`src/rtl/logic_result_stage.sv`:
```
// logic_result_stage: 2-entry result FIFO storing precomputed zero/ones/parity flags
module logic_result_stage #(
  parameter int WIDTH = 4
) (
  input  logic             clk,
  input  logic             rst,
  input  logic             in_valid,
  output logic             in_ready,
  input  logic [WIDTH-1:0] in_res,
  input  logic [1:0]       in_op,
  output logic             out_valid,
  input  logic             out_ready,
  output logic [WIDTH-1:0] out_res,
  output logic [1:0]       out_op,
  output logic             out_zero,
  output logic             out_ones,
  output logic             out_par,
  output logic [1:0]       level,
  output logic [7:0]       stall_cnt
);
  typedef enum logic [1:0] {EMPTY = 2'd0, ONE = 2'd1, FULL = 2'd2} state_t;
  typedef struct packed {
    logic [WIDTH-1:0] res;
    logic [1:0]       op;
    logic             zero;
    logic             ones;
    logic             par;
  } entry_t;
  state_t state, nstate;
  entry_t mem [2];
  entry_t head;
  logic wptr, rptr, push, pop;
  always_comb begin
    in_ready  = state != FULL;
    out_valid = state != EMPTY;
    push      = in_valid && in_ready;
    pop       = out_valid && out_ready;
    nstate    = (push && !pop) ? (state == EMPTY ? ONE : FULL) :
                (pop && !push) ? (state == FULL ? ONE : EMPTY) : state;
    head      = out_valid ? mem[rptr] : '0;
    level     = state;
  end
  assign {out_res, out_op, out_zero, out_ones, out_par} = head;
  always_ff @(posedge clk) begin
    if (rst) begin
      state     <= EMPTY;
      wptr      <= 1'b0;
      rptr      <= 1'b0;
      stall_cnt <= 8'd0;
    end else begin
      state <= nstate;
      if (push) begin
        mem[wptr] <= '{res: in_res, op: in_op, zero: in_res == '0, ones: &in_res, par: ^in_res};
        wptr      <= !wptr;
      end
      if (pop) rptr <= !rptr;
      if (in_valid && !in_ready && stall_cnt != 8'hff) stall_cnt <= stall_cnt + 8'd1;
    end
  end
endmodule

```
`config.mk`:
```
export PLATFORM = sky130hd
export DESIGN_NAME = logic_result_stage
export DESIGN_NICKNAME = d
export VERILOG_FILES = /design/src/rtl/logic_result_stage.sv
export SDC_FILE = /design/constraint.sdc
export NUM_CORES = 1
export LEC_CHECK = 0
export BUFFER_PORTS_ARGS = -buffer_cell sky130_fd_sc_hd__buf_2
export CORE_MARGIN = 2
export CORE_UTILIZATION = 47
export DETAILED_ROUTE_END_ITERATION = 8
export PLACE_DENSITY = 0.74
export SKIP_CTS_REPAIR_TIMING = 1
export SYNTH_ARGS = -nofsm -noshare
export SYNTH_HDL_FRONTEND = slang
export SYNTH_SLANG_ARGS = --single-unit
export TNS_END_PERCENT = 30
```
`constraint.sdc`:
```
create_clock -name clk -period 2 [get_ports clk]
set_input_delay 0.1 -clock clk [delete_from_list [all_inputs] [get_ports clk]]
set_output_delay 0.1 -clock clk [all_outputs]
set_load 0.05 [all_outputs]
```
==> results_dict.tcl <==
set metrics [dict create \
    status "finished clean" \
    num_vias 978 \
    synth_cell_types 28 \
    wl_met3_um 133 \
    clock_latency_ns 0.32 \
    path_clk_slew_ns 0.09 \
    worst_ep_required_time_ns 2.26 \
    grt_pass1_wl_um 4280 \
    gp_congestion 0.707 \
    drt_iter0_drc 31 \
    seq_area_um2 803 \
    initial_core_util_pct 49.4 \
    nNetsFinal 176 \
    hpwl_um 1850 \
    overflow 0 \
    final.min_clock_period_ns 1.74 \
    track_usage_pct 17.4 \
    rsz0062_at_grt "false" \
    grt_pass1_vias 993 \
    clock.fmax_mhz 573 \
    irDropWorstVdd_mv 0.647 \
    cts-buffers-inserted 5 \
    ys_ff_latch 31 \
    first_pass_iters 4 \
    dr_wl_met2_um 1310 \
    synthTopCellsByArea "edfxtp_1 40%, dfxtp_1 19%, mux2i_1 8.1%, nor2_1 5.8%, ha_1 5.5%" \
    wl_met1_um 1100 \
    cts_tree "built" \
    post-route-period-util_pct 87.2 \
    synthCells 118 \
    via_per_inst 5.09 \
    drive_gt1_share_pct 27.3 \
    ant_nets 0 \
    syn_nets 134 \
    antenna_found_initial 0 \
    die_w_um 57.8 \
    worst_r2r_path_depth 8 \
    netlist_area_um2 1360 \
    setup_violations 0 \
    diodes 0 \
    ys_warn_count 0 \
    grt_max_degree 16 \
    yosysTopAreaCellShare_pct 39.7 \
    nFillCells 231 \
    hold_viol 0 \
    rows 19 \
    setup_tns_ns 0 \
    hold_class "input port to register" \
    multi_input_comb_area_um2 547 \
    htreeDepth 2 \
    crit_fanout 8 \
    port_buffers 30 \
    yosysSeqAreaShare_pct 58.8 \
    synth_top_area_cell "edfxtp_1" \
    drc 0 \
    areaGrowthSynthToFinish_pct 26.1 \
    dieArea_um2 3340 \
    hold_depth 2 \
    tightest_slew_ns 0.531 \
    die_h_um 57.8 \
    slew_violations 0 \
    arrival_ns 2.00 \
    wl_per_cell_um 13.4 \
    clock_sinks 31 \
    synth_area_per_cell_um2 11.5 \
    startpoint_type "register" \
    topRoutingLayerUsed "met4" \
    powerDensity_nw_per_um2 851 \
    end_kind "register" \
    critPathKind "register to register" \
    core_um2 2760 \
    clock-root-buffer "clkbuf_4" \
    total_power_mw 1.46 \
    cap_viol_max_count 0 \
    slew_headroom_pct 64.5 \
    wl_um 2570 \
    clk_path_buf_depth 2 \
    finalClockSkew_ns 0.0121 \
    io_pins 31 \
    leakage_nw 0.741 \
]
-- cell usage after synthesis --
| cell type | number |
|---|---|
| edfxtp_1 | 18 |
| and4b_1 | 1 |
| xnor2_1 | 1 |
| buf_2 | 1 |
| dfxtp_1 | 13 |
| and2b_1 | 1 |
| o21ai_0 | 2 |
| clkbuf_1 | 1 |
| a21oi_1 | 3 |
| a311oi_1 | 1 |
| and3_1 | 1 |
| nor3b_1 | 1 |
| nand2b_1 | 1 |
| mux2i_1 | 11 |
| xor2_1 | 5 |
| a31oi_1 | 2 |
| o211ai_1 | 3 |
| nor3_1 | 5 |
| nand3_1 | 1 |
| inv_1 | 8 |
| nor2_1 | 21 |
| and2_1 | 2 |
| o21a_1 | 1 |
| and4_1 | 2 |
| ha_1 | 6 |
| nand4_1 | 1 |
| o211a_1 | 1 |
| nand2_1 | 4 |
-- metal layers --
metal / track usage [%] / vias up
li1: - / 506
met1: 18.7 / 445
met2: 29.9 / 25
met3: 7.81 / 2
met4: 6.98 / 0
met5: 0 / -
-- cell usage in the layout, fill, tap and decap left out, drive strengths merged --
cell and count:
ha 6, nand2 4, a21oi 3, and4 2
nand4 1, xnor2 1, and4b 1, nand3 1
dlygate4sd3 6, inv 7, buf 31, bufinv 1
o21ai 2, nor2 21, edfxtp 18, a31oi 2
o21a 1, nand2b 1, clkinvlp 1, nor3 5
and2 2, a311oi 1, mux2i 11, o211a 1
and3 1, clkbuf 5, clkinv 2, and2b 1
o211ai 3, xor2 5, dfxtp 13, nor3b 1
-- area by class of cell --
class	count	area share (%)
Multi-Input combinational cell	77	31.9
Tap cell	31	2.26
Sequential cell	31	46.8
Clock inverter	3	2.26
Timing Repair Buffer	37	12.7
Clock buffer	5	2.19
Inverter	8	1.97
-- logic make-up (layout without fill, tap and decap cells) --
group                    after synthesis  in the layout  share of synthesized area [%]
AND/OR/NAND/NOR                       41             41                           14.5
flip-flops                            31             31                           58.8
AO/OA/AOI/OAI                         13             13                           6.34
multiplexers                          11             11                           8.09
buffers and inverters                 10             53                           2.85
adder cells (fa/ha/maj)                6              6                           5.51
XOR/XNOR                               6              6                           3.86
-- critical path, cell delays in order (launching register included) --
cell        delay [ns]
dfxtp_2           0.37
and2b_1           0.30
clkinvlp_4        0.14
nand2_2           0.16
inv_1             0.06
ha_1              0.34
nor3_1            0.18
a21oi_1           0.06
nor2_1            0.08
-- power breakdown --
group	total [mW]	internal, mW	switching (mW)
combinational	0.268	0.0844	0.183
sequential	0.734	0.707	0.0265
clock	0.459	0.257	0.202
-- metrics by stage --
stage                     util (%)  hold WS (ns)  std cells  setup slack (ns)  cell area, um^2
final                         62.3         0.143        192             0.256             1720
after global routing          62.3         0.132        192            0.0535             1720
after CTS                     60.0       -0.0378        186             0.161             1650
after detailed placement      57.2         0.297        178             0.190             1580
after global placement        57.2         0.298        178             0.273             1580
after floorplan                  -         0.172        118            -0.110             1390
-- state kept, by name, summed over array words and instances, names as in the netlist, named ones only --
register and cells:
wptr 1, rptr 1, stall_cnt 8, level 2, mem 18
-- final timing paths --
path / start / end / slack, ns
max reg2reg: level[0]$_SDFFE_PP0P_ / level[0]$_SDFFE_PP0P_ / 0.26
min: rst / stall_cnt[6]$_SDFFE_PP0P_ / 0.14
min reg2reg: rptr$_SDFFE_PP0P_ / rptr$_SDFFE_PP0P_ / 0.54
max: level[0]$_SDFFE_PP0P_ / level[0]$_SDFFE_PP0P_ / 0.26
Note: power is estimated with default switching activity, not from simulation.
